==> src/rtl/waveform_analyzer.sv <==
// Measures min/max, peak-to-peak and period of an 8-bit sampled waveform.
// The period is taken between two hysteretic rising crossings of the min/max midpoint.
module waveform_analyzer #(
    parameter int WINDOW   = 65536,
    parameter int HYST     = 4,
    parameter int PERIOD_W = 24
) (
    input  logic                clk,
    input  logic                reset,
    input  logic [7:0]          Waveform,
    input  logic                start,
    output logic                busy,
    output logic                done,
    output logic [7:0]          Max,
    output logic [7:0]          Min,
    output logic [7:0]          Amplitude,
    output logic [PERIOD_W-1:0] Period,
    output logic                flat,
    output logic                timeout
);
    localparam int AW = $clog2(WINDOW);
    localparam logic [AW-1:0]       ACQ_LAST = AW'(WINDOW - 1);
    localparam logic [PERIOD_W-1:0] CNT_MAX  = {PERIOD_W{1'b1}};
    localparam logic [7:0]          HYST8    = 8'(HYST);
    localparam logic [8:0]          FLAT_LIM = 9'(2 * HYST);

    typedef enum logic [2:0] {
        S_IDLE, S_ACQUIRE, S_THRESH, S_WAIT_FIRST, S_MEASURE, S_DONE
    } state_t;

    function automatic logic [7:0] sat_add8(input logic [7:0] a, input logic [7:0] b);
        logic [8:0] s;
        s = {1'b0, a} + {1'b0, b};
        return s[8] ? 8'hFF : s[7:0];
    endfunction

    function automatic logic [7:0] sat_sub8(input logic [7:0] a, input logic [7:0] b);
        return (a < b) ? 8'h00 : (a - b);
    endfunction

    state_t              state_q, state_d;
    logic [AW-1:0]       acq_cnt_q, acq_cnt_d;
    logic [7:0]          run_min_q, run_min_d, run_max_q, run_max_d;
    logic [7:0]          hi_q, hi_d, lo_q, lo_d;
    logic                armed_q, armed_d;
    logic [PERIOD_W-1:0] cnt_q, cnt_d;
    logic [PERIOD_W-1:0] res_period_q, res_period_d;
    logic                res_flat_q, res_flat_d, res_timeout_q, res_timeout_d;
    logic                done_q, done_d;
    logic [7:0]          max_q, max_d, min_q, min_d, amp_q, amp_d;
    logic [PERIOD_W-1:0] period_q, period_d;
    logic                flat_q, flat_d, timeout_q, timeout_d;

    logic [7:0] mid_w, span_w;
    logic       event_w;

    assign mid_w   = 8'(({1'b0, run_max_q} + {1'b0, run_min_q}) >> 1);
    assign span_w  = run_max_q - run_min_q;
    assign event_w = armed_q && (Waveform >= hi_q);

    always_comb begin
        state_d       = state_q;
        acq_cnt_d     = acq_cnt_q;
        run_min_d     = run_min_q;
        run_max_d     = run_max_q;
        hi_d          = hi_q;
        lo_d          = lo_q;
        armed_d       = armed_q;
        cnt_d         = cnt_q;
        res_period_d  = res_period_q;
        res_flat_d    = res_flat_q;
        res_timeout_d = res_timeout_q;
        done_d        = 1'b0;
        max_d         = max_q;
        min_d         = min_q;
        amp_d         = amp_q;
        period_d      = period_q;
        flat_d        = flat_q;
        timeout_d     = timeout_q;

        case (state_q)
            S_IDLE: begin
                if (start) begin
                    state_d       = S_ACQUIRE;
                    run_min_d     = 8'hFF;
                    run_max_d     = 8'h00;
                    acq_cnt_d     = '0;
                    cnt_d         = '0;
                    res_flat_d    = 1'b0;
                    res_timeout_d = 1'b0;
                end
            end
            S_ACQUIRE: begin
                if (Waveform < run_min_q) run_min_d = Waveform;
                if (Waveform > run_max_q) run_max_d = Waveform;
                acq_cnt_d = acq_cnt_q + 1'b1;
                if (acq_cnt_q == ACQ_LAST) state_d = S_THRESH;
            end
            S_THRESH: begin
                hi_d    = sat_add8(mid_w, HYST8);
                lo_d    = sat_sub8(mid_w, HYST8);
                armed_d = 1'b0;
                cnt_d   = '0;
                if ({1'b0, span_w} < FLAT_LIM) begin
                    res_flat_d   = 1'b1;
                    res_period_d = '0;
                    state_d      = S_DONE;
                end else begin
                    state_d = S_WAIT_FIRST;
                end
            end
            S_WAIT_FIRST, S_MEASURE: begin
                // An event wins over the terminal count on the same cycle.
                if (event_w) begin
                    armed_d = 1'b0;
                    if (state_q == S_WAIT_FIRST) begin
                        cnt_d   = {{(PERIOD_W-1){1'b0}}, 1'b1};
                        state_d = S_MEASURE;
                    end else begin
                        res_period_d = cnt_q;
                        state_d      = S_DONE;
                    end
                end else begin
                    if (Waveform <= lo_q) armed_d = 1'b1;
                    if (cnt_q == CNT_MAX) begin
                        res_timeout_d = 1'b1;
                        res_period_d  = CNT_MAX;
                        state_d       = S_DONE;
                    end else begin
                        cnt_d = cnt_q + 1'b1;
                    end
                end
            end
            S_DONE: begin
                done_d    = 1'b1;
                max_d     = run_max_q;
                min_d     = run_min_q;
                amp_d     = span_w;
                period_d  = res_period_q;
                flat_d    = res_flat_q;
                timeout_d = res_timeout_q;
                state_d   = S_IDLE;
            end
            default: state_d = S_IDLE;
        endcase
    end

    always_ff @(posedge clk or posedge reset) begin
        if (reset) begin
            state_q       <= S_IDLE;
            acq_cnt_q     <= '0;
            run_min_q     <= 8'hFF;
            run_max_q     <= 8'h00;
            hi_q          <= 8'h00;
            lo_q          <= 8'h00;
            armed_q       <= 1'b0;
            cnt_q         <= '0;
            res_period_q  <= '0;
            res_flat_q    <= 1'b0;
            res_timeout_q <= 1'b0;
            done_q        <= 1'b0;
            max_q         <= 8'h00;
            min_q         <= 8'h00;
            amp_q         <= 8'h00;
            period_q      <= '0;
            flat_q        <= 1'b0;
            timeout_q     <= 1'b0;
        end else begin
            state_q       <= state_d;
            acq_cnt_q     <= acq_cnt_d;
            run_min_q     <= run_min_d;
            run_max_q     <= run_max_d;
            hi_q          <= hi_d;
            lo_q          <= lo_d;
            armed_q       <= armed_d;
            cnt_q         <= cnt_d;
            res_period_q  <= res_period_d;
            res_flat_q    <= res_flat_d;
            res_timeout_q <= res_timeout_d;
            done_q        <= done_d;
            max_q         <= max_d;
            min_q         <= min_d;
            amp_q         <= amp_d;
            period_q      <= period_d;
            flat_q        <= flat_d;
            timeout_q     <= timeout_d;
        end
    end

    assign busy      = (state_q != S_IDLE);
    assign done      = done_q;
    assign Max       = max_q;
    assign Min       = min_q;
    assign Amplitude = amp_q;
    assign Period    = period_q;
    assign flat      = flat_q;
    assign timeout   = timeout_q;

endmodule

==> config.mk <==
export PLATFORM = sky130hd
export DESIGN_NAME = waveform_analyzer
export DESIGN_NICKNAME = d
export VERILOG_FILES = /design/src/rtl/waveform_analyzer.sv
export SDC_FILE = /design/constraint.sdc
export NUM_CORES = 1
export LEC_CHECK = 0
export BUFFER_PORTS_ARGS = -buffer_cell sky130_fd_sc_hd__buf_2
export CAP_MARGIN = 15
export CORE_MARGIN = 2
export CORE_UTILIZATION = 50
export DETAILED_ROUTE_END_ITERATION = 16
export PLACE_DENSITY_LB_ADDON = 0.25
export SETUP_SLACK_MARGIN = 0.4
export SYNTH_ARGS = -nofsm -noshare
export SYNTH_HDL_FRONTEND = slang
export SYNTH_SLANG_ARGS = --single-unit
export TNS_END_PERCENT = 100
==> constraint.sdc <==
create_clock -name clk -period 7.1 [get_ports clk]
set_input_delay 1.065 -clock clk [delete_from_list [all_inputs] [get_ports clk]]
set_output_delay 1.065 -clock clk [all_outputs]
set_load 0.02 [all_outputs]
==> impl_metrics.yaml <==
outcome:
  status: "complete, no violations"
floorplan:
  core_area_um2: 16600
  fp.dieW_um: 135
  io_pins: 63
  initial_core_util: 0.512
  die-area_um2: 18100
  num_rows: 47
  die_h_um: 135
synth:
  synth_edf_count: 0
  synthTopCellsByCount: "nand2_1 (154), dfrtp_1 (145), o21ai_0 (85), nor2_1 (75), ha_1 (50)"
  yosysMostFrequentCell: "nand2_1"
  synth-simple-area-share: 0.196
  synth_compound_area_frac: 0.177
  synth_cells: 924
  yosysTopAreaCell: "dfrtp_1"
  synth-xor-area-share: 0.0308
  async_reset_ff_frac: 1.00
  synthTopCellsByArea: "dfrtp_1 (43%), ha_1 (7.3%), nand2_1 (6.8%), o21ai_0 (5.0%), nor2_1 (3.3%)"
  synth_top_cell_area_share: 0.426
  syn_avg_cell_area_um2: 9.22
  yosysSeqAreaShare: 0.450
  netlist_area_um2: 8520
  synth_top_family_by_area: "simple AND/OR/NAND/NOR gates"
  synth_cell_types: 78
  synth_ff_type: "dfrtp_1"
  syn_nets: 987
  synthMuxAreaShare: 0.0226
  ys_seq_elements: 153
  yosysWarnings: 0
  synth_fa_ha_area_frac: 0.0781
layout:
  layout-drive-gt1-share: 0.145
  antennaDiodeCount: 0
  fin_nets: 1033
  fin_cells: 1203
  nFillCells: 1466
  syn_to_final_growth_pct: 12.9
detailed_routing:
  first_pass_iters: 5
  drt_wl_total_mm: 19.3
  drt_iter0_drc: 420
  via_per_inst: 5.63
  drc_errors: 0
  num_vias: 6768
  antenna_left: 0
  wl_per_cell_um: 16.1
timing:
  slew_violations: 0
  max_freq_ghz: 0.284
  finalHoldViolCount: 0
  rsz0062_at_grt: "false"
  tightest_slew_ps: 934
  layout_min_cycle_time_ps: 3520
  fin_setup_tns_ps: 0
  setup_violations: 0
  fin_skew_ps: 12.7
  timing.final.crit_share: 0.496
  slew_headroom: 0.376
setup_path:
  critPathArrivalTime_ps: 3890
  cp-start-kind: "input port"
  crit_path_end_kind: "flop"
  crit_fanout: 36
  crit_required_ps: 7470
  critical_path_class: "in -> reg"
pwr:
  p_per_area_nw_per_um2: 445
  leakage_nw: 4.84
  irDropWorstVdd_uv: 302
hold_path:
  hp-class: "reg -> reg"
cts:
  numClockSinks: 153
  clock_path_buffers: 2
  postCtsResizedCells: 0
  h-tree-depth: 4
  cts_buffers: 17
  cts_tree: "yes"
  clkTransAtPathRegs_ps: 70
  clock_latency_ps: 430
  hold_buffers: 0
  cts_root_buf: "clkbuf_16"
  post-cts-setup-buffers: 0
placed_design:
  dp_cells: 1169
  gp_congestion: 0.880
  hpwl_mm: 13.7
  io_buffers: 62
global_route:
  antenna_found_initial: 1
  grt-ovfl-total: 0
  grt_max_degree: 81
  grt_pass1_wl_mm: 32.2
  grtUsageTotal: 0.224
  grt_pass1_vias: 6359
flow_run:
  max_cap_violations: 0
==> layout make-up <==
class,instances,area (um^2),share of cell area
clock buffers,17,425,0.0442
multi-input cells,679,4310,0.448
inverters,48,185,0.0192
well taps,220,275,0.0286
clock inverters,15,200,0.0208
flip-flops and latches,153,3840,0.399
repair buffers,71,385,0.0401
==> layout by cell type, fill, tap and decap left out, types with 8 or more instances in the layout <==
master,netlist,routed
and3_1,10,10
dfstp_2,8,8
nor3_1,9,8
mux2i_1,10,10
and4_1,10,10
buf_2,9,62
nand4_1,12,12
nor2_1,75,75
nand2b_1,12,12
xor2_1,8,8
clkbuf_16,0,17
o22a_1,8,8
a21oi_1,36,36
nand3_1,30,29
xnor2_1,22,22
inv_1,48,47
o21ai_0,85,84
nand2_1,154,154
a21o_1,31,31
dfrtp_1,145,145
o31ai_1,9,9
ha_1,50,50
==> per-layer routing <==
layer	vias up	wire [um]	GRT usage
met5	-	10	0
met4	2	210	0.0573
met3	19	954	0.0503
met2	175	8500	0.335
met1	3231	9670	0.332
li1	3341	-	-
==> state kept, by name (all words and copies together), names as in the netlist <==
register	cells
Amplitude	8
Max	8
Min	8
Period	24
acq_cnt_q	16
armed_q	1
cnt_q	24
done	1
flat	1
hi_q	8
lo_q	8
res_flat_q	1
res_period_q	24
res_timeout_q	1
run_max_q	8
run_min_q	8
state_q	3
timeout	1
==> worst max-delay path, cell delays in order <==
cell and delay [ps]:
buf_2 150, ha_1 320, a21o_1 190, a221o_1 330
nand2_1 120, o21a_1 160, buf_4 310, mux2i_2 410
a21boi_4 600, a21o_1 220
==> stage by stage <==
step	setup WS, ps	hold WS (ps)	power (mW)	util	instance area [um^2]
floorplan	1930	439	2.84	-	8520
global placement	2510	453	3.32	0.539	8970
detailed placement	2470	457	3.34	0.539	8970
CTS	2910	474	4.29	0.577	9600
global route	3410	487	4.60	0.578	9620
finish	3580	468	4.28	0.578	9620
==> report_power, final <==
group,switching (mW),internal [mW]
registers,0.179,1.12
clock network,0.425,0.511
logic,1.29,0.757
==> cells by family (layout without fill, tap and decap cells) <==
logic type      Yosys count  in the layout
simple gates            347            347
compound gates          232            232
mux                      18             18
fa+ha+maj                52             52
flops                   153            153
buf+inv                  92            151
xor+xnor                 30             30
==> final timing paths <==
path / startpoint / end / slack, ps / cells after the start
hold / removal: Amplitude[7] / Amplitude[7] / 470 / 2
max in group asynchronous: reset / res_period_q[19] / 4920 / 3
setup / recovery: Waveform[6] / res_period_q[23] / 3580 / 10
hold reg to reg: Amplitude[7] / Amplitude[7] / 470 / 2
min in group asynchronous: reset / Amplitude[4] / 770 / 2
setup reg to reg: run_min_q[4] / lo_q[4] / 3710 / 9
Note: power is estimated with default switching activity, not from simulation.
